`src/rtl/ship_placement_ctrl_if.sv`:
```
// Signal bundle between the game's top-level controller and the ship-placement block.
// master drives the phase/limit/switch inputs; slave is the placement controller.
interface ship_placement_ctrl_if #(
  parameter int NUM_PLAYERS = 2,
  parameter int MAX_SHIPS   = 5
);
  localparam int CW = $clog2(MAX_SHIPS + 1);
  localparam int PW = (NUM_PLAYERS > 1) ? $clog2(NUM_PLAYERS) : 1;

  logic                      enable;
  logic [CW-1:0]             ship_limit;
  logic                      confirm;
  logic                      undo;

  logic [PW-1:0]             active_player;
  logic [CW-1:0]             placed_count;
  logic [CW-1:0]             remaining;
  logic [NUM_PLAYERS*CW-1:0] final_ships;
  logic [NUM_PLAYERS-1:0]    player_done;
  logic                      place_pulse;
  logic                      limit_clamped;
  logic                      all_done;

  modport master (
    output enable, ship_limit, confirm, undo,
    input  active_player, placed_count, remaining, final_ships,
           player_done, place_pulse, limit_clamped, all_done
  );

  modport slave (
    input  enable, ship_limit, confirm, undo,
    output active_player, placed_count, remaining, final_ships,
           player_done, place_pulse, limit_clamped, all_done
  );
endinterface

```
`src/rtl/ship_placement_ctrl.sv`:
```
// Ship-placement controller: counts confirmed placements per player against a
// latched limit, supports undo, hands the turn over and reports completion.
module ship_placement_ctrl #(
  parameter int NUM_PLAYERS = 2,
  parameter int MAX_SHIPS   = 5
) (
  input  logic                 clk,
  input  logic                 rst,
  ship_placement_ctrl_if.slave bus
);
  localparam int CW = $clog2(MAX_SHIPS + 1);
  localparam int PW = (NUM_PLAYERS > 1) ? $clog2(NUM_PLAYERS) : 1;
  localparam logic [CW-1:0] MAX_C  = CW'(MAX_SHIPS);
  localparam logic [PW-1:0] LAST_P = PW'(NUM_PLAYERS - 1);

  typedef enum logic [1:0] {S_IDLE, S_PLACE, S_HANDOFF, S_DONE} state_t;

  state_t                           state_q, state_d;
  logic [CW-1:0]                    limit_q, limit_d;
  logic                             clamp_q, clamp_d;
  logic [PW-1:0]                    act_q, act_d;
  logic [NUM_PLAYERS-1:0][CW-1:0]   cnt_q, cnt_d;
  logic [NUM_PLAYERS-1:0]           done_q, done_d;
  logic                             pulse_q, pulse_d;

  logic conf_s1_q, conf_s2_q, conf_hist_q;
  logic undo_s1_q, undo_s2_q, undo_hist_q;
  logic conf_edge, undo_edge;

  logic [CW-1:0] cur_cnt, cnt_inc, cnt_dec, lim_req;

  function automatic logic [CW-1:0] clamp_limit(input logic [CW-1:0] req);
    return (req > MAX_C) ? MAX_C : req;
  endfunction

  // Switch conditioning: two-flop synchroniser plus history flop for edge detect
  always_ff @(posedge clk or negedge rst) begin
    if (!rst) begin
      conf_s1_q   <= 1'b0;
      conf_s2_q   <= 1'b0;
      conf_hist_q <= 1'b0;
      undo_s1_q   <= 1'b0;
      undo_s2_q   <= 1'b0;
      undo_hist_q <= 1'b0;
    end else begin
      conf_s1_q   <= bus.confirm;
      conf_s2_q   <= conf_s1_q;
      conf_hist_q <= conf_s2_q;
      undo_s1_q   <= bus.undo;
      undo_s2_q   <= undo_s1_q;
      undo_hist_q <= undo_s2_q;
    end
  end

  assign conf_edge = conf_s2_q & ~conf_hist_q;
  assign undo_edge = undo_s2_q & ~undo_hist_q;

  assign cur_cnt = cnt_q[act_q];
  assign cnt_inc = cur_cnt + 1'b1;
  assign cnt_dec = cur_cnt - 1'b1;
  assign lim_req = clamp_limit(bus.ship_limit);

  // Placement state and counters
  always_ff @(posedge clk or negedge rst) begin
    if (!rst) begin
      state_q <= S_IDLE;
      limit_q <= '0;
      clamp_q <= 1'b0;
      act_q   <= '0;
      cnt_q   <= '0;
      done_q  <= '0;
      pulse_q <= 1'b0;
    end else begin
      state_q <= state_d;
      limit_q <= limit_d;
      clamp_q <= clamp_d;
      act_q   <= act_d;
      cnt_q   <= cnt_d;
      done_q  <= done_d;
      pulse_q <= pulse_d;
    end
  end

  always_comb begin
    state_d = state_q;
    limit_d = limit_q;
    clamp_d = clamp_q;
    act_d   = act_q;
    cnt_d   = cnt_q;
    done_d  = done_q;
    pulse_d = 1'b0;

    unique case (state_q)
      S_IDLE: begin
        if (bus.enable) begin
          limit_d = lim_req;
          clamp_d = (bus.ship_limit > MAX_C);
          if (lim_req == '0) begin
            state_d = S_DONE;
            done_d  = '1;
          end else begin
            state_d = S_PLACE;
          end
        end
      end
      S_PLACE: begin
        // Coincident confirm and undo edges cancel each other out
        if (conf_edge && !undo_edge && (cur_cnt < limit_q)) begin
          cnt_d[act_q] = cnt_inc;
          pulse_d      = 1'b1;
          if (cnt_inc == limit_q) begin
            done_d[act_q] = 1'b1;
            state_d       = (act_q == LAST_P) ? S_DONE : S_HANDOFF;
          end
        end else if (undo_edge && !conf_edge && (cur_cnt != '0)) begin
          cnt_d[act_q] = cnt_dec;
        end
      end
      S_HANDOFF: begin
        // A switch still held from the last placement must be released first
        if (!conf_s2_q) begin
          act_d   = act_q + 1'b1;
          state_d = S_PLACE;
        end
      end
      S_DONE: begin
      end
      default: begin
        state_d = S_IDLE;
      end
    endcase

    if (!bus.enable && (state_q != S_IDLE)) begin
      state_d = S_IDLE;
      limit_d = '0;
      clamp_d = 1'b0;
      act_d   = '0;
      cnt_d   = '0;
      done_d  = '0;
      pulse_d = 1'b0;
    end
  end

  assign bus.active_player = act_q;
  assign bus.placed_count  = cur_cnt;
  assign bus.remaining     = limit_q - cur_cnt;
  assign bus.final_ships   = cnt_q;
  assign bus.player_done   = done_q;
  assign bus.place_pulse   = pulse_q;
  assign bus.limit_clamped = clamp_q;
  assign bus.all_done      = (state_q == S_DONE);

  a_cnt_in_range: assert property (@(posedge clk) disable iff (!rst) cur_cnt <= limit_q);
  a_pulse_single: assert property (@(posedge clk) disable iff (!rst) pulse_q |=> !pulse_q);
  a_done_flags:   assert property (@(posedge clk) disable iff (!rst) (state_q == S_DONE) |-> (&done_q));
endmodule

```
`src/flat_wrapper.sv`:
```
// flat-port wrapper written by rule: the top's interface ports become plain ports
module ship_placement_ctrl_flat 
#(
  parameter int NUM_PLAYERS = 2,
  parameter int MAX_SHIPS   = 5
)
  (clk, rst, bus_enable, bus_ship_limit, bus_confirm, bus_undo, bus_active_player, bus_placed_count, bus_remaining, bus_final_ships, bus_player_done, bus_place_pulse, bus_limit_clamped, bus_all_done);
  ship_placement_ctrl_if #(.NUM_PLAYERS(NUM_PLAYERS), .MAX_SHIPS(MAX_SHIPS)) bus_i ();
  input  logic clk;
  input  logic rst;
  input wire logic [$bits(bus_i.enable)-1:0] bus_enable;
  input wire logic [$bits(bus_i.ship_limit)-1:0] bus_ship_limit;
  input wire logic [$bits(bus_i.confirm)-1:0] bus_confirm;
  input wire logic [$bits(bus_i.undo)-1:0] bus_undo;
  output wire logic [$bits(bus_i.active_player)-1:0] bus_active_player;
  output wire logic [$bits(bus_i.placed_count)-1:0] bus_placed_count;
  output wire logic [$bits(bus_i.remaining)-1:0] bus_remaining;
  output wire logic [$bits(bus_i.final_ships)-1:0] bus_final_ships;
  output wire logic [$bits(bus_i.player_done)-1:0] bus_player_done;
  output wire logic [$bits(bus_i.place_pulse)-1:0] bus_place_pulse;
  output wire logic [$bits(bus_i.limit_clamped)-1:0] bus_limit_clamped;
  output wire logic [$bits(bus_i.all_done)-1:0] bus_all_done;
  assign bus_i.enable = bus_enable;
  assign bus_i.ship_limit = bus_ship_limit;
  assign bus_i.confirm = bus_confirm;
  assign bus_i.undo = bus_undo;
  assign bus_active_player = bus_i.active_player;
  assign bus_placed_count = bus_i.placed_count;
  assign bus_remaining = bus_i.remaining;
  assign bus_final_ships = bus_i.final_ships;
  assign bus_player_done = bus_i.player_done;
  assign bus_place_pulse = bus_i.place_pulse;
  assign bus_limit_clamped = bus_i.limit_clamped;
  assign bus_all_done = bus_i.all_done;
  ship_placement_ctrl #(.NUM_PLAYERS(NUM_PLAYERS), .MAX_SHIPS(MAX_SHIPS)) u_core (.clk(clk), .rst(rst), .bus(bus_i));
endmodule
```
`config.mk`:
```
export PLATFORM = sky130hd
export DESIGN_NAME = ship_placement_ctrl_flat
export DESIGN_NICKNAME = d
export VERILOG_FILES = /design/src/rtl/ship_placement_ctrl_if.sv /design/src/rtl/ship_placement_ctrl.sv /design/src/flat_wrapper.sv
export SDC_FILE = /design/constraint.sdc
export NUM_CORES = 1
export LEC_CHECK = 0
export ABC_AREA = 1
export CORE_ASPECT_RATIO = 2
export CORE_UTILIZATION = 40
export CTS_BUF_LIST = sky130_fd_sc_hd__clkbuf_4
export CTS_CLUSTER_SIZE = 25
export DETAILED_ROUTE_END_ITERATION = 16
export GPL_TIMING_DRIVEN = 0
export PLACE_DENSITY_LB_ADDON = 0.2
export SLEW_MARGIN = 20
export SYNTH_ARGS = -nofsm -noshare
export SYNTH_HDL_FRONTEND = slang
export SYNTH_SLANG_ARGS = --single-unit
export TNS_END_PERCENT = 50
```
`constraint.sdc`:
```
create_clock -name clk -period 2.44 [get_ports clk]
set_input_delay 0.488 -clock clk [delete_from_list [all_inputs] [get_ports clk]]
set_output_delay 0.488 -clock clk [all_outputs]
set_load 0.1 [all_outputs]
```
==> results of run 1 <==
==> state kept, by name (all words and copies together), names as in the netlist <==
register / flops
u_core.limit_q: 3
u_core.bus.final_ships: 6
u_core.conf_hist_q: 1
u_core.undo_hist_q: 1
u_core.bus.active_player: 1
u_core.undo_s2_q: 1
u_core.conf_s1_q: 1
u_core.bus.place_pulse: 1
u_core.conf_s2_q: 1
u_core.bus.player_done: 2
u_core.state_q: 2
u_core.bus.limit_clamped: 1
u_core.undo_s1_q: 1
==> cells in the mapped netlist <==
cell type	n	area, um2
nor2_2	1	6.26
nor2_4	2	22.5
o21a_1	2	15.0
a211oi_4	2	40.0
a32o_1	1	10.0
nor2_1	12	45.0
or2_2	1	6.26
o21ai_0	4	20.0
o221ai_1	1	8.76
o22ai_1	1	6.26
nand3_4	1	17.5
nand3_2	4	40.0
nand3b_1	1	7.51
xor2_1	3	26.3
inv_8	1	11.3
nand2_2	8	50.1
nand3_1	13	65.1
buf_6	1	11.3
ha_1	13	163
o21bai_4	1	18.8
dfrtp_1	22	551
nand2_1	42	158
fa_1	1	20.0
nand2_8	1	20.0
inv_2	6	22.5
o21ai_1	2	10.0
nand2_4	2	22.5
inv_1	21	78.8
nor3_1	1	5.00
a21oi_1	6	30.0
==> stage by stage <==
step                      setup slack (ps)  TNS, ps
final                                 -210     -600
after global routing                  -279     -869
after CTS                             -254     -702
after detailed placement             -1060    -5100
after global placement               -1010    -4180
after floorplan                       -788    -7320
==> layer usage <==
metal	share of wire (%)	track usage, %	vias to the layer above
met3	3.0	1.43	0
met4	0	9.09	0
met2	60	36.5	33
met1	37	20.5	600
li1	-	-	626
met5	0	0	-
==> cell type report <==
cell class / count / area, um2
Timing Repair Buffer: 30 / 299
Clock inverter: 1 / 30.0
Sequential cell: 22 / 557
Multi-Input combinational cell: 126 / 888
Clock buffer: 3 / 22.5
Inverter: 28 / 131
Buffer: 1 / 15.0
Fill cell: 331 / 1600
Tap cell: 49 / 61.3
==> path summary, 6_finish.rpt <==
kind / startpoint / end / slack, ps / depth (start not counted)
min: rst / u_core.bus.limit_clamped / 120 / 1
max: u_core.bus.active_player / bus_remaining[2] / -210 / 8
max reg2reg: u_core.bus.active_player / u_core.bus.player_done[1] / 140 / 12
min in group clk: u_core.undo_s1_q / u_core.undo_s2_q / 360 / 0
max in group asynchronous: rst / u_core.bus.active_player / 1930 / 1
min reg2reg: u_core.undo_s1_q / u_core.undo_s2_q / 360 / 0
==> worst max-delay path, delay by kind of cell (launching register included) <==
kind,cells,cell delay (ps)
compound gates,1,200
xor+xnor,1,170
buf+inv,4,470
flops,1,510
fa+ha+maj,2,510
==> logic make-up after synthesis <==
logic type / after synthesis / share of synthesized area [%]
adder cells (fa/ha/maj): 14 / 12.1
buffers and inverters: 29 / 8.22
AND/OR/NAND/NOR: 89 / 30.9
flip-flops: 22 / 36.5
XOR/XNOR: 3 / 1.74
AO/OA/AOI/OAI: 20 / 10.5
==> repair_timing <==
item / in CTS / in global routing
buffers inserted: 4 / 1
pin swaps: 2 / 1
endpoints found under the setup margin: 18 / 9
resized for setup: 40 / 4
==> flow_summary_export.csv, run 1 <==
group,metric,value,unit
clock_network,cts_sinks,22,
die,num_rows,31,
detailed_routing,routedWlPerCell,12.6,um
setup_path,setup.worst_path.class,"flop to output port",
clock_network,cts.hold.buffers_added,0,
setup_path,cp.required,1950,ps
detailed_routing,initialDrtViolationCount,16,
synthesis,synth-seq-area-share,36.5,%
timing,hold_viol_final,0,
outcome,violations,"negative setup slack",
setup_path,crit_fanout,5,
timing,grt_setup_unrepaired,"true",
finish,diodes,0,
finish,layout_commonest_cell,"nand2_1",
synthesis,syn_avg_cell_area,8.52,um2
grt,overflow,0,
finish,fin_area,0.00200,mm2
timing,slew_headroom,35.2,%
grt,antenna_found_initial,0,
detailed_routing,ant_nets,0,
placement,placed_cell_area,0.00188,mm2
detailed_routing,vias_per_cell,4.84,
clock_network,cts_tree,"done",
synthesis,ys_ff_latch,22,
setup_path,cp_slowest_stage_delay,510,ps
clock_network,clk_latency,320,ps
job,max_cap_viol_count,0,
synthesis,syn_inst,177,
die,core_area,0.00361,mm2
detailed_routing,drt-total-wl,3280,um
clock_network,cts_inserted_buffers,3,
synthesis,syn_area,0.00151,mm2
die,start_util,41.8,%
die,die_height,88.8,um
die,io_pins,26,
grt,grt_pass1_wl,5740,um
detailed_routing,drc,0,
timing,timing.final.max_slew_violations,0,
setup_path,cp-start-kind,"flop",
synthesis,syn_nets,199,
finish,final_nets,234,
setup_path,crit_chain,"buf_8 > o21a_4 > clkinvlp_4 > ha_4 > inv_4 > fa_2 > xor2_4 > buf_12",
grt,grt_pass1_vias,1324,
die,die_area,0.00403,mm2
timing,timing.fmax,377,MHz
clock_network,htreeDepth,1,
timing,finClkSkew,3.81,ps
synthesis,ys_warn_count,0,
finish,final_layout_size_suffix_gt1_share,27.5,%
finish,fin_util,55.6,%
clock_network,cts-root-buf,"clkbuf_4",
timing,fin_crit_sh,109,%
placement,io_buffers,25,
detailed_routing,first_pass_iters,4,
detailed_routing,via_count,1259,
placement,gp_congestion,0.776,
timing,fin_crit,2650,ps
setup_path,critical_path.endpoint_type,"output port",
setup_path,cp.arrival,2160,ps
setup_path,cp_slowest_cell,"dfrtp_4",
finish,syn_to_final_growth,32.9,%
hold_path,min_path_type,"input port to async pin",
timing,worst_pin_slew,969,ps
placement,dp_hpwl,2570,um
grt,grt_start_max_net_pins,23,
timing,setup_viol,3,
finish,final_cell_mix,"41 x nand2_1, 19 x inv_1, 19 x dfrtp_1, 15 x clkdlybuf4s50_1, 13 x nand3_1",
clock_network,clk_pin_slew,140,ps
grt,track_usage,19.4,%
placement,dp_cells,251,
die,die_x,45.4,um
finish,fin_cells,260,
timing,fin_hold_ws,117,ps
outcome,status,"complete, but fails checks",
synthesis,ys_types,30,
clock_network,cts_buffer_depth,2,
timing,setup_ws,-210,ps
Power of run 1 is left out: the tool's default activity adds up to more than one toggle a clock period on the data nets, which glitch-free logic cannot reach.
==> run 2: changes to the inputs <==
--- a/config.mk
+++ b/config.mk
@@ -5,7 +5,6 @@
 export SDC_FILE = /design/constraint.sdc
 export NUM_CORES = 1
 export LEC_CHECK = 0
-export ABC_AREA = 1
 export CORE_ASPECT_RATIO = 2
 export CORE_UTILIZATION = 40
 export CTS_BUF_LIST = sky130_fd_sc_hd__clkbuf_4
==> run 2 against run 1 <==
  * The run ends with design-rule violations, negative setup slack left
  * Die area shrank 6.9%
  * First-iteration DRC count grew 50%
  * Clock skew shrank 1.7 ps
  * Via count shrank 3.4%
  * Utilization grew 4.9 points
  * Critical path type unchanged
  * Largest cell class unchanged
==> flow_summary_export.csv, run 2 <==
group,metric,value,unit
clock_network,cts_tree,"done",
timing,worst_pin_slew,973,ps
setup_path,r2r.worst_path.cells,11,
clock_network,cts.hold.buffers_added,0,
die,num_rows,30,
synthesis,syn_area,0.00140,mm2
job,max_cap_viol_count,0,
placement,dp_hpwl,2450,um
die,die_x,43.8,um
timing,slew_headroom,35.0,%
setup_path,crit_fanout,3,
synthesis,yosysMostFrequentCell,"dfrtp_1",
grt,grt_pass1_vias,1254,
clock_network,cts_sinks,22,
detailed_routing,initialDrtViolationCount,24,
synthesis,synth_edf_count,0,
setup_path,cp_slowest_cell,"dfrtp_4",
detailed_routing,routedWlPerCell,15.6,um
grt,grt_start_max_net_pins,23,
hold_path,min_path_type,"input port to async pin",
finish,largest_reg_flops,6,
synthesis,synth_common_cells,"22 x dfrtp_1, 16 x nand2_1, 13 x ha_1, 13 x inv_1, 9 x o31ai_1",
placement,io_buffers,25,
timing,fin_crit_sh,112,%
synthesis,syn_nets,163,
die,core_area,0.00338,mm2
setup_path,cp.arrival,2250,ps
detailed_routing,drt-total-wl,3310,um
finish,syn_to_final_growth,45.8,%
synthesis,ys_warn_count,0,
synthesis,ys_types,38,
outcome,violations,"design-rule violations, negative setup slack",
synthesis,ys_ff_latch,22,
grt,overflow,0,
finish,final_layout_size_suffix_gt1_share,30.0,%
finish,layout_commonest_cell,"dfrtp_1",
timing,hold_viol_final,0,
synthesis,syn_inst,141,
setup_path,cp_slowest_stage_delay,530,ps
setup_path,r2r_setup_slack,-240,ps
setup_path,cp-start-kind,"flop",
detailed_routing,first_pass_iters,10,
clock_network,cts_inserted_buffers,3,
finish,final_nets,203,
detailed_routing,drc,4,
timing,grt_setup_unrepaired,"true",
finish,diodes,0,
die,die_height,85.7,um
die,die_area,0.00376,mm2
synthesis,ys_top_cells_by_area,"dfrtp_1 39%, ha_1 12%, o31ai_1 4.8%",
grt,track_usage,20.0,%
setup_path,timing.rr.start,"u_core.bus.active_player",
setup_path,r2r-end,"u_core.state_q[1]",
clock_network,clk_pin_slew,130,ps
detailed_routing,via_count,1216,
die,io_pins,26,
timing,setup_viol,14,
timing,fin_crit,2740,ps
clock_network,htreeDepth,1,
grt,antenna_found_initial,0,
synthesis,syn_avg_cell_area,9.93,um2
setup_path,crit_chain,"clkbuf_16 > mux2i_4 > clkinvlp_4 > ha_4 > inv_2 > fa_2 > xor2_4 > buf_12",
synthesis,synth_top_area_cell,"dfrtp_1",
timing,timing.fmax,365,MHz
grt,grt_pass1_wl,5600,um
clock_network,cts-root-buf,"clkbuf_4",
synthesis,async_flop_share,100,%
finish,final_cell_mix,"18 x dfrtp_1, 16 x nand2_1, 14 x clkdlybuf4s50_1, 9 x inv_1, 9 x ha_1",
placement,gp_congestion,0.778,
die,start_util,41.4,%
setup_path,setup.worst_path.class,"flop to output port",
setup_path,critical_path.endpoint_type,"output port",
synthesis,synth_top_area_share,39.3,%
timing,setup_ws,-299,ps
timing,finalSetupTns,-2670,ps
setup_path,cp.required,1950,ps
timing,timing.final.max_slew_violations,0,
outcome,status,"complete, but fails checks",
clock_network,clk_latency,320,ps
synthesis,synth_top_flop_cell,"dfrtp_1",
timing,finClkSkew,2.13,ps
detailed_routing,vias_per_cell,5.74,
clock_network,cts_buffer_depth,2,
detailed_routing,ant_nets,0,
synthesis,synth-seq-area-share,39.3,%
==> run 2: changes by cell type in the layout (fill, tap and decap cells not counted), sizes merged, moves of 3 or more <==
cell	change
buf	+5
clkbuf	+4
inv	-17
nand2	-37
nand2b	+4
nand3	-13
nor2	-9
o21ai	+3
o31ai	+13
xnor2	+4
==> run 2: area by class of cell <==
class	count	area (um2)
inverter	13	60.1
clock buffer	3	22.5
buffer	5	47.5
timing repair buffer	35	360
sequential	22	558
clock inverter	1	30.0
tap	32	40.0
fill	290	1340
multi-input combinational	101	923
==> run 2: critical path, delay by kind of cell, from the launching register on <==
kind	cells	cell delay, ps
adder cells (fa/ha/maj)	2	550
XOR/XNOR	1	170
flip-flops	1	530
multiplexers	1	190
buffers and inverters	4	500
==> run 2: kinds of logic (layout without fill, tap and decap cells) <==
group / after synthesis / after routing / synth area share (%)
multiplexers: 3 / 3 / 2.50
AO/OA/AOI/OAI: 38 / 38 / 22.4
AND/OR/NAND/NOR: 41 / 41 / 14.2
XOR/XNOR: 5 / 5 / 3.13
adder cells (fa/ha/maj): 14 / 14 / 13.0
flip-flops: 22 / 22 / 39.3
buffers and inverters: 18 / 57 / 5.36
==> run 2: worst max path at each step <==
stage	slack (ps)	depth (start not counted)	endpoint	from
6_report	-300	8	bus_remaining[2]	u_core.bus.active_player
5_1_grt	-350	8	bus_remaining[2]	u_core.bus.active_player
4_1_cts	-290	7	bus_remaining[1]	u_core.bus.active_player
3_5_place_dp	-920	8	bus_remaining[2]	u_core.bus.active_player
3_3_place_gp	-880	8	bus_remaining[2]	u_core.bus.active_player
2_1_floorplan	-890	7	bus_remaining[2]	u_core.bus.active_player
==> run 2: stage by stage <==
| step | cell area (um2) | setup slack [ps] | cells | util, % | hold slack (ps) |
|---|---|---|---|---|---|
| global route | 2040 | -354 | 212 | 60.4 | 151 |
| global placement | 1780 | -882 | 198 | 52.7 | 334 |
| finish | 2040 | -299 | 212 | 60.4 | 113 |
| floorplan | 1490 | -894 | 141 | - | 192 |
| CTS | 2010 | -293 | 212 | 59.5 | 368 |
| detailed placement | 1780 | -916 | 198 | 52.7 | 337 |
==> run 2: routing by layer <==
| layer | track usage (%) | vias up | share of wire [%] |
|---|---|---|---|
| li1 | - | 580 | - |
| met2 | 35.8 | 24 | 57 |
| met1 | 21.0 | 603 | 37 |
| met3 | 2.11 | 9 | 2.1 |
| met5 | 0 | - | 0 |
| met4 | 12.5 | 0 | 3.0 |
==> run 2: timing repair <==
item | CTS | global route
resized for setup | 47 | 9
cloned | 0 | 0
pin swaps | 5 | 3
buffers inserted | 10 | 0
endpoints found under the setup margin | 17 | 18
Power of run 2 is left out for the same reason.
==> run 3: changes to the inputs <==
--- a/config.mk
+++ b/config.mk
@@ -12,6 +12,7 @@
 export DETAILED_ROUTE_END_ITERATION = 16
 export GPL_TIMING_DRIVEN = 0
 export PLACE_DENSITY_LB_ADDON = 0.2
+export RECOVER_POWER = 50
 export SLEW_MARGIN = 20
 export SYNTH_ARGS = -nofsm -noshare
 export SYNTH_HDL_FRONTEND = slang
==> constraint.sdc (replaced) <==
create_clock -name clk -period 3.1 [get_ports clk]
set_input_delay 0.62 -clock clk [delete_from_list [all_inputs] [get_ports clk]]
set_output_delay 0.62 -clock clk [all_outputs]
set_load 0.1 [all_outputs]
==> run 3 against run 2 <==
  * The flow finishes with violations (design-rule violations)
  * Worst hold slack better by 260 ps
  * Sequential share of layout area increased by 3.8 points
  * Worst setup slack better by 360 ps
  * Cell count down 4.7%
  * Routed wire length is 6.1% lower
  * Flip-flop and latch count unchanged
==> flow_summary_export.csv, run 3 (synthesis gave the netlist of run 2 again) <==
group,metric,value,unit
setup_path,critical_path.endpoint_type,"output port",
grt,grt_pass1_vias,1147,
finish,final_cell_mix,"17 x clkdlybuf4s50_1, 17 x dfrtp_1, 16 x nand2_1, 12 x ha_1, 10 x inv_1",
grt,overflow,0,
die,num_rows,30,
die,core_area,0.00338,mm2
clock_network,cts_inserted_buffers,3,
setup_path,cp-start-kind,"flop",
setup_path,crit_start,"u_core.bus.active_player",
timing,setup_viol,0,
grt,grt_pass1_wl,5130,um
outcome,violations,"design-rule violations",
die,io_pins,26,
setup_path,setup.worst_path.class,"flop to output port",
clock_network,clk_pin_slew,120,ps
hold_path,min_from,"u_core.undo_s1_q",
hold_path,min_path_type,"flop to flop",
finish,final_nets,193,
timing,fin_crit,3040,ps
setup_path,crit_fanout,10,
clock_network,clk_latency,310,ps
timing,finClkSkew,3.13,ps
clock_network,cts_sinks,22,
die,start_util,41.4,%
timing,hold_viol_final,0,
timing,worst_pin_slew,1210,ps
setup_path,timing.rr.start,"u_core.bus.active_player",
timing,timing.final.max_slew_violations,0,
finish,syn_to_final_growth,28.2,%
detailed_routing,drt-total-wl,3100,um
grt,grt_start_max_net_pins,23,
finish,final_layout_size_suffix_gt1_share,17.1,%
finish,largest_reg_flops,6,
die,die_height,85.7,um
timing,grt_setup_unrepaired,"false",
finish,diodes,0,
setup_path,cp.arrival,2420,ps
grt,antenna_found_initial,0,
detailed_routing,drc,2,
placement,gp_congestion,0.793,
placement,dp_hpwl,2500,um
detailed_routing,routedWlPerCell,15.4,um
job,max_cap_viol_count,0,
timing,slew_headroom,19.4,%
timing,finalSetupTns,0,ps
finish,nFillCells,313,
clock_network,cts_buffer_depth,2,
die,die_area,0.00376,mm2
setup_path,cp.required,2480,ps
timing,timing.fmax,329,MHz
detailed_routing,vias_per_cell,5.71,
detailed_routing,first_pass_iters,10,
detailed_routing,initialDrtViolationCount,38,
grt,track_usage,18.3,%
clock_network,cts-root-buf,"clkbuf_4",
clock_network,cts_tree,"done",
timing,fin_crit_sh,97.9,%
clock_network,cts.hold.buffers_added,0,
clock_network,htreeDepth,1,
placement,io_buffers,25,
setup_path,r2r.worst_path.cells,9,
die,die_x,43.8,um
detailed_routing,via_count,1154,
outcome,status,"complete, but fails checks",
detailed_routing,ant_nets,0,
hold_path,holdPathStages,0,
-- run 3: changes by cell type in the layout (fill, tap and decap cells not counted), moves of 3 or more --
cell / delta
buf_12: -3
buf_4: -8
dlymetal6s2s_1: -3
ha_1: +3
clkdlybuf4s50_1: +3
-- run 3: layout make-up --
class / instances / area (um2) / share of cell area, %
plain buffers: 5 / 36.3 / 2.02
inverters: 13 / 56.3 / 3.14
clock buffers: 3 / 22.5 / 1.26
clock inverters: 1 / 3.75 / 0.209
multi-input cells: 101 / 841 / 46.9
repair buffers: 25 / 235 / 13.1
well taps: 32 / 40.0 / 2.23
flip-flops and latches: 22 / 559 / 31.2
-- run 3: final timing paths --
kind	slack, ps	endpoint
worst max-delay path	60	bus_remaining[1]
worst min-delay path	380	u_core.undo_s2_q
worst max register to register	160	u_core.state_q[1]
worst min register to register	380	u_core.undo_s2_q
max in group asynchronous	1720	u_core.bus.active_player
min in group asynchronous	530	u_core.bus.final_ships[1]
-- run 3: repair_timing --
| action | CTS | global route |
|---|---|---|
| gates resized for setup | 15 | 2 |
| buffers inserted | 0 | 0 |
| setup endpoints to repair | 5 | 7 |
-- run 3: per-stage QoR --
| step | instances | hold WS (ps) | util (%) | worst slack (ps) | cell area [um2] |
|---|---|---|---|---|---|
| 2_1_floorplan | 141 | 324 | - | -333 | 1490 |
| 3_3_place_gp | 198 | 334 | 52.7 | -353 | 1780 |
| 3_5_place_dp | 198 | 350 | 52.7 | -349 | 1780 |
| 4_1_cts | 202 | 381 | 53.1 | -6.03 | 1790 |
| 5_1_grt | 202 | 390 | 53.1 | 4.99 | 1790 |
| 6_report | 202 | 377 | 53.1 | 64.4 | 1790 |
-- run 3: critical path, stage by stage (launching register included) --
cell	delay, ps
dfrtp_4	510
clkbuf_8	180
mux2i_4	210
clkinvlp_4	120
ha_4	130
inv_2	30
fa_2	500
buf_2	420
-- run 3: routing by layer --
| layer | global-route usage [%] | vias to the layer above | part of all wire, % | wire (um) |
|---|---|---|---|---|
| li1 | - | 564 | - | - |
| met2 | 34.2 | 19 | 58 | 1790 |
| met5 | 0 | - | 0 | 0 |
| met4 | 8.52 | 0 | 1.7 | 53 |
| met3 | 1.26 | 5 | 1.5 | 46 |
| met1 | 19.5 | 566 | 39 | 1220 |
Power of run 3 is left out for the same reason.
